==> src/rtl/mole_round_ctrl_pkg.sv <==
// Shared types and constants for the whack-a-mole round controller.
package mole_pkg;

  localparam int NUM_HOLES     = 18;
  localparam int POS_W         = 5;
  localparam int SETTLE_CYCLES = 3;

  typedef enum logic [2:0] {
    ST_IDLE,
    ST_REQ,
    ST_SETTLE,
    ST_ACTIVE,
    ST_RESULT,
    ST_OVER
  } state_t;

  function automatic logic [7:0] sat_inc8(input logic [7:0] v);
    return (v == 8'hFF) ? v : v + 8'd1;
  endfunction

endpackage

==> src/rtl/mole_round_ctrl_if.sv <==
// Player/position-stage inputs and game-status outputs of the round controller.
interface mole_round_ctrl_if;

  logic                           start;
  logic [mole_pkg::NUM_HOLES-1:0] sw;
  logic [mole_pkg::POS_W-1:0]     position;
  logic                           trigger;
  logic [mole_pkg::NUM_HOLES-1:0] mole_leds;
  logic [7:0]                     score;
  logic [1:0]                     lives;
  logic [4:0]                     round_cnt;
  logic                           game_over;

  modport master (
    output start, sw, position,
    input  trigger, mole_leds, score, lives, round_cnt, game_over
  );

  modport slave (
    input  start, sw, position,
    output trigger, mole_leds, score, lives, round_cnt, game_over
  );

endinterface

==> src/rtl/mole_round_ctrl_sw_edge_detect.sv <==
// Flags every switch that toggled since the previous cycle, plus a flag for
// more than one toggle in the same cycle.
module sw_edge_detect
  import mole_pkg::*;
(
  input  logic                 clk,
  input  logic                 reset,
  input  logic [NUM_HOLES-1:0] sw_i,
  output logic [NUM_HOLES-1:0] event_o,
  output logic                 multi_o
);

  logic [NUM_HOLES-1:0] hist_q;

  always_ff @(posedge clk or posedge reset) begin
    if (reset) hist_q <= '0;
    else       hist_q <= sw_i;
  end

  for (genvar gi = 0; gi < NUM_HOLES; gi++) begin : g_evt
    assign event_o[gi] = sw_i[gi] ^ hist_q[gi];
  end

  // Clearing the lowest set bit leaves something only if two or more were set.
  assign multi_o = |(event_o & (event_o - NUM_HOLES'(1)));

endmodule

==> src/rtl/mole_round_ctrl.sv <==
// Game sequencer: requests a random hole, lights it, judges the player's
// switch toggle as hit or miss, and keeps score, lives and round count.
module mole_round_ctrl
  import mole_pkg::*;
#(
  parameter int MOLE_TICKS = 50_000_000,
  parameter int ROUNDS     = 20,
  parameter int LIVES      = 3
) (
  input  logic             clk,
  input  logic             reset,
  mole_round_ctrl_if.slave bus
);

  localparam int TMR_W = (MOLE_TICKS > 1) ? $clog2(MOLE_TICKS) : 1;
  localparam logic [POS_W-1:0] HOLES_P = POS_W'(NUM_HOLES);

  state_t               state_q;
  logic                 start_q;
  logic [1:0]           settle_q;
  logic [TMR_W-1:0]     tmr_q;
  logic [POS_W-1:0]     target_q;
  logic                 hit_q;
  logic                 trigger_q;
  logic [NUM_HOLES-1:0] leds_q;
  logic [7:0]           score_q;
  logic [1:0]           lives_q;
  logic [4:0]           round_q;
  logic                 over_q;

  logic [NUM_HOLES-1:0] sw_event;
  logic                 sw_multi;
  logic                 start_rise_d;
  logic                 hit_d;
  logic                 miss_d;
  logic [1:0]           lives_d;

  sw_edge_detect u_edge (
    .clk     (clk),
    .reset   (reset),
    .sw_i    (bus.sw),
    .event_o (sw_event),
    .multi_o (sw_multi)
  );

  always_comb begin
    start_rise_d = bus.start & ~start_q;
    hit_d        = ~sw_multi & sw_event[target_q];
    miss_d       = (|sw_event) | (tmr_q == '0);
    lives_d      = hit_q ? lives_q : lives_q - 2'd1;
  end

  always_ff @(posedge clk or posedge reset) begin
    if (reset) begin
      state_q   <= ST_IDLE;
      start_q   <= 1'b0;
      settle_q  <= '0;
      tmr_q     <= '0;
      target_q  <= '0;
      hit_q     <= 1'b0;
      trigger_q <= 1'b0;
      leds_q    <= '0;
      score_q   <= '0;
      lives_q   <= 2'(LIVES);
      round_q   <= '0;
      over_q    <= 1'b0;
    end else begin
      start_q <= bus.start;
      case (state_q)
        ST_IDLE, ST_OVER: begin
          if (start_rise_d) begin
            score_q   <= '0;
            lives_q   <= 2'(LIVES);
            round_q   <= '0;
            over_q    <= 1'b0;
            trigger_q <= 1'b1;
            state_q   <= ST_REQ;
          end
        end
        ST_REQ: begin
          trigger_q <= 1'b0;
          settle_q  <= '0;
          state_q   <= ST_SETTLE;
        end
        ST_SETTLE: begin
          if (settle_q == 2'(SETTLE_CYCLES - 1)) begin
            if (bus.position < HOLES_P) begin
              target_q <= bus.position;
              round_q  <= round_q + 5'd1;
              tmr_q    <= TMR_W'(MOLE_TICKS - 1);
              leds_q   <= NUM_HOLES'(1) << bus.position;
              state_q  <= ST_ACTIVE;
            end else begin
              // Out-of-range position: ask again without counting a round.
              trigger_q <= 1'b1;
              state_q   <= ST_REQ;
            end
          end else begin
            settle_q <= settle_q + 2'd1;
          end
        end
        ST_ACTIVE: begin
          // Hit is tested first so a hit on the expiry cycle still scores.
          if (hit_d || miss_d) begin
            hit_q   <= hit_d;
            leds_q  <= '0;
            state_q <= ST_RESULT;
          end else begin
            tmr_q <= tmr_q - TMR_W'(1);
          end
        end
        ST_RESULT: begin
          if (hit_q) score_q <= sat_inc8(score_q);
          lives_q <= lives_d;
          if (lives_d == 2'd0 || round_q == 5'(ROUNDS)) begin
            over_q  <= 1'b1;
            state_q <= ST_OVER;
          end else begin
            trigger_q <= 1'b1;
            state_q   <= ST_REQ;
          end
        end
        default: state_q <= ST_IDLE;
      endcase
    end
  end

  assign bus.trigger   = trigger_q;
  assign bus.mole_leds = leds_q;
  assign bus.score     = score_q;
  assign bus.lives     = lives_q;
  assign bus.round_cnt = round_q;
  assign bus.game_over = over_q;

endmodule

==> src/flat_wrapper.sv <==
// flat-port wrapper written by rule: the top's interface ports become plain ports
module mole_round_ctrl_flat import mole_pkg::*;
#(
  parameter int MOLE_TICKS = 50_000_000,
  parameter int ROUNDS     = 20,
  parameter int LIVES      = 3
)
  (clk, reset, bus_start, bus_sw, bus_position, bus_trigger, bus_mole_leds, bus_score, bus_lives, bus_round_cnt, bus_game_over);
  mole_round_ctrl_if bus_i ();
  input  logic clk;
  input  logic reset;
  input wire logic [$bits(bus_i.start)-1:0] bus_start;
  input wire logic [$bits(bus_i.sw)-1:0] bus_sw;
  input wire logic [$bits(bus_i.position)-1:0] bus_position;
  output wire logic [$bits(bus_i.trigger)-1:0] bus_trigger;
  output wire logic [$bits(bus_i.mole_leds)-1:0] bus_mole_leds;
  output wire logic [$bits(bus_i.score)-1:0] bus_score;
  output wire logic [$bits(bus_i.lives)-1:0] bus_lives;
  output wire logic [$bits(bus_i.round_cnt)-1:0] bus_round_cnt;
  output wire logic [$bits(bus_i.game_over)-1:0] bus_game_over;
  assign bus_i.start = bus_start;
  assign bus_i.sw = bus_sw;
  assign bus_i.position = bus_position;
  assign bus_trigger = bus_i.trigger;
  assign bus_mole_leds = bus_i.mole_leds;
  assign bus_score = bus_i.score;
  assign bus_lives = bus_i.lives;
  assign bus_round_cnt = bus_i.round_cnt;
  assign bus_game_over = bus_i.game_over;
  mole_round_ctrl #(.MOLE_TICKS(MOLE_TICKS), .ROUNDS(ROUNDS), .LIVES(LIVES)) u_core (.clk(clk), .reset(reset), .bus(bus_i));
endmodule
==> config.mk <==
export PLATFORM = sky130hd
export DESIGN_NAME = mole_round_ctrl_flat
export DESIGN_NICKNAME = d
export VERILOG_FILES = /design/src/rtl/mole_round_ctrl_pkg.sv /design/src/rtl/mole_round_ctrl_if.sv /design/src/rtl/mole_round_ctrl_sw_edge_detect.sv /design/src/rtl/mole_round_ctrl.sv /design/src/flat_wrapper.sv
export SDC_FILE = /design/constraint.sdc
export NUM_CORES = 1
export LEC_CHECK = 0
export ABC_AREA = 0
export BUFFER_PORTS_ARGS = -buffer_cell sky130_fd_sc_hd__clkbuf_2
export CAP_MARGIN = 20
export CORE_ASPECT_RATIO = 1.4
export CORE_UTILIZATION = 53
export DETAILED_ROUTE_END_ITERATION = 10
export GPL_TIMING_DRIVEN = 0
export PLACE_DENSITY = 0.72
export SKIP_CTS_REPAIR_TIMING = 1
export SLEW_MARGIN = 20
export SYNTH_ARGS = -nofsm -noshare
export SYNTH_HDL_FRONTEND = slang
export SYNTH_SLANG_ARGS = --single-unit
export TNS_END_PERCENT = 100
==> constraint.sdc <==
create_clock -name clk -period 7.05 [get_ports clk]
set_clock_uncertainty 0.2 [all_clocks]
set_input_delay 0.3525 -clock clk [delete_from_list [all_inputs] [get_ports clk]]
set_output_delay 0.3525 -clock clk [all_outputs]
set_load 0.02 [all_outputs]
==> flow_metrics.tcl <==
set metrics [dict create \
    status "complete, no violations" \
    htreeDepth 3 \
    numCtsBuffers 9 \
    die_h_microns 113.4 \
    tritoncts "built" \
    intPower_mw 1.149 \
    grt_pass1_vias 4017 \
    antenna_cells 0 \
    drcViolationCount 0 \
    initial_core_util_pct 54.62 \
    leakage_nw 2.398 \
    r2r-end "u_core.tmr_q[22]$_DFFE_PP0P_" \
    synth.top_cell.area_share_pct 47.37 \
    start_kind "primary input" \
    ys_seq_area_share_pct 48.48 \
    dp_slack_ns 3.812 \
    grt_setup_unrepaired "no" \
    yosysTopAreaCell "dfrtp_1" \
    hold_start "bus_position[4]" \
    worstSetupEndpointType "flop" \
    ys_async_sr_fraction_pct 100.0 \
    grt_pass1_wl_microns 18850 \
    drv_cap 0 \
    syn_inst 492 \
    io_buffers 59 \
    syn_area_sq_um 4702 \
    cts_root_buf "clkbuf_16" \
    ioPinCount 61 \
    grt.overflow.total 0 \
    crit_required_ns 7.11 \
    synth-seq-cells 91 \
    slew_violations 0 \
    p_total_mw 1.823 \
    criticalPathCategory "in2reg" \
    area_delta_synth_final_pct 20.41 \
    r2r_slack_ns 3.74 \
    drive_above_1_share_pct 16.50 \
    drt_iter0_markers 311 \
    cp_max_fo 10 \
    drtAntennaViolNets 0 \
    final_util_pct 65.77 \
    synthFlopType "dfrtp_1" \
    fin_tns_setup_ns 0 \
    max_freq_mhz 280.0 \
    gp_congestion 0.8860 \
    p_per_area_nw_per_um2 321.9 \
    instances_no_fill 693 \
    grt_use_total_pct 26.63 \
    firstDrtPassIters 7 \
    via_per_inst 6.087 \
    num_rows 40 \
    finalWirelength_microns 11630 \
    p_sw_mw 0.6738 \
    coreArea_sq_um 8608 \
    nNetsFinal 614 \
    reg2reg_from "u_core.u_edge.hist_q[13]$_DFF_PP0_" \
    tightest_slew_ns 0.9257 \
    holdPathStages 3 \
    hpwl_microns 7989 \
    clock_path_buffers 2 \
    synth_common_cells "89 x dfrtp_1, 38 x nand2_1, 38 x nand3_1" \
    power_frac_comb_pct 31.8 \
    finalHoldViolations 0 \
    cts.clk_slew.worst_paths_ns 0.06 \
    finalCritPeriodShare_pct 50.66 \
    antenna_found_initial 0 \
    yosysUniqueCellTypes 52 \
    die_area_sq_um 9258 \
    yosys_warnings 0 \
    clock_latency_ns 0.35 \
    ir_drop_v 0.0002167 \
    max-slew-margin-rel_pct 37.61 \
    syn_nets 523 \
    whs_endpoint "u_core.target_q[4]$_DFFE_PP0P_" \
    worstHoldPathType "in2reg" \
    clkPwrFrac_pct 26.9 \
    cp.arrival_ns 3.63 \
    p_sw_share_pct 36.97 \
    cts.sinks 91 \
    layout_setup_ws_ns 3.479 \
    grt_max_degree 47 \
    dp.cells 657 \
    period_needed_ns 3.571 \
    synthTopCellsByArea "dfrtp_1 47%, xor2_1 4.3%, nand3_1 4.0%" \
    r2r_cells 7 \
    synth.most_common_cell "dfrtp_1" \
    synth_enable_flop_cells 0 \
    sequentialPowerShare_pct 41.2 \
    vias 4218 \
    synth_area_per_cell_sq_um 9.557 \
    setup_viol 0 \
    die_x_microns 81.61 \
    wl_per_cell_microns 16.78 \
]
cells by family (layout without fill, tap and decap cells):
group | Yosys count | after routing | share of synthesized area, %
buf+inv | 36 | 132 | 3.113
simple gates | 211 | 211 | 24.24
xor+xnor | 27 | 27 | 5.029
fa+ha+maj | 6 | 6 | 1.543
flops | 91 | 91 | 48.48
mux | 7 | 7 | 2.102
compound gates | 114 | 114 | 15.49
worst max-delay path: stages:
cell           delay (ns)
dlygate4sd3_1        0.55
clkbuf_2             0.12
xor2_1               0.17
nor4_1               0.49
nand3_1              0.28
o41ai_2              0.80
clkbuf_1             0.49
a31oi_1              0.16
o21ai_0              0.21
registers in the layout (all words and copies together) (netlist names):
register,flops
u_core.target_q,5
u_core.start_q,1
u_core.tmr_q,26
u_core.bus.mole_leds,18
u_core.bus.round_cnt,5
u_core.hit_q,1
u_core.u_edge.hist_q,18
u_core.settle_q,2
u_core.bus.game_over,1
u_core.bus.score,8
u_core.bus.trigger,1
u_core.state_q,3
u_core.bus.lives,2
per-stage QoR:
stage               instance area [sq um]  hold WS, ns
floorplan                            4702       0.1839
global placement                     5129       0.2766
detailed placement                   5159       0.2570
CTS                                  5461      -0.1024
global route                         5662       0.1176
finish                               5662      0.09866
cells in the final DEF, fill, tap and decap left out, types with 4 or more instances in the layout:
master and instances:
xor2_1 23, dfrtp_1 89, nand2b_1 9, and4_1 4, or3_1 25, or4_1 7, a31oi_1 7, o211ai_1 4
inv_1 9, nor2_1 30, a21oi_1 23, nand3b_1 4, o41ai_1 4, xnor2_1 4, o31ai_1 19, clkbuf_16 9
clkbuf_2 59, dlygate4sd3_1 20, nand2_1 38, ha_1 5, clkbuf_1 19, a211oi_1 4, or2_2 4, nand4_1 15
o21ai_0 37, nor4_1 8, o22ai_1 4, nand3_1 38, nor3_1 11, nor2b_1 8
how the worst max path moves through the flow:
stage	start	to	cells past startpoint
floorplan	reset	u_core.bus.game_over$_DFFE_PP0P_	1
global placement	reset	u_core.tmr_q[19]$_DFFE_PP0P_	2
detailed placement	bus_sw[13]	u_core.tmr_q[12]$_DFFE_PP0P_	8
CTS	u_core.u_edge.hist_q[13]$_DFF_PP0_	u_core.tmr_q[12]$_DFFE_PP0P_	7
global route	bus_sw[13]	u_core.tmr_q[22]$_DFFE_PP0P_	9
finish	bus_sw[12]	u_core.tmr_q[22]$_DFFE_PP0P_	9
power groups by stage:
stage / Sequential, mW / Combinational (mW) / Clock [mW]
final: 0.751 / 0.580 / 0.491
after floorplan: 0.771 / 0.373 / 0
after CTS: 0.746 / 0.571 / 0.494
after global routing: 0.764 / 0.645 / 0.514
after detailed placement: 0.753 / 0.569 / 0
after global placement: 0.749 / 0.550 / 0
area by class of cell:
type / instances / area, sq um
Buffer: 26 / 108.9
Clock buffer: 10 / 239.0
Clock inverter: 6 / 63.81
Fill cell: 709 / 2947
Inverter: 10 / 40.04
Multi-Input combinational cell: 365 / 2276
Sequential cell: 91 / 2280
Tap cell: 105 / 131.4
Timing Repair Buffer: 80 / 523.0
per-layer routing:
layer | global-route usage [%] | vias up | part of all wire (%)
li1 | - | 1999 | -
met1 | 34.18 | 2046 | 41
met2 | 44.61 | 148 | 52
met3 | 2.720 | 25 | 4.6
met4 | 12.40 | 0 | 2.3
met5 | 0 | - | 0
Note: power is estimated with default switching activity, not from simulation.
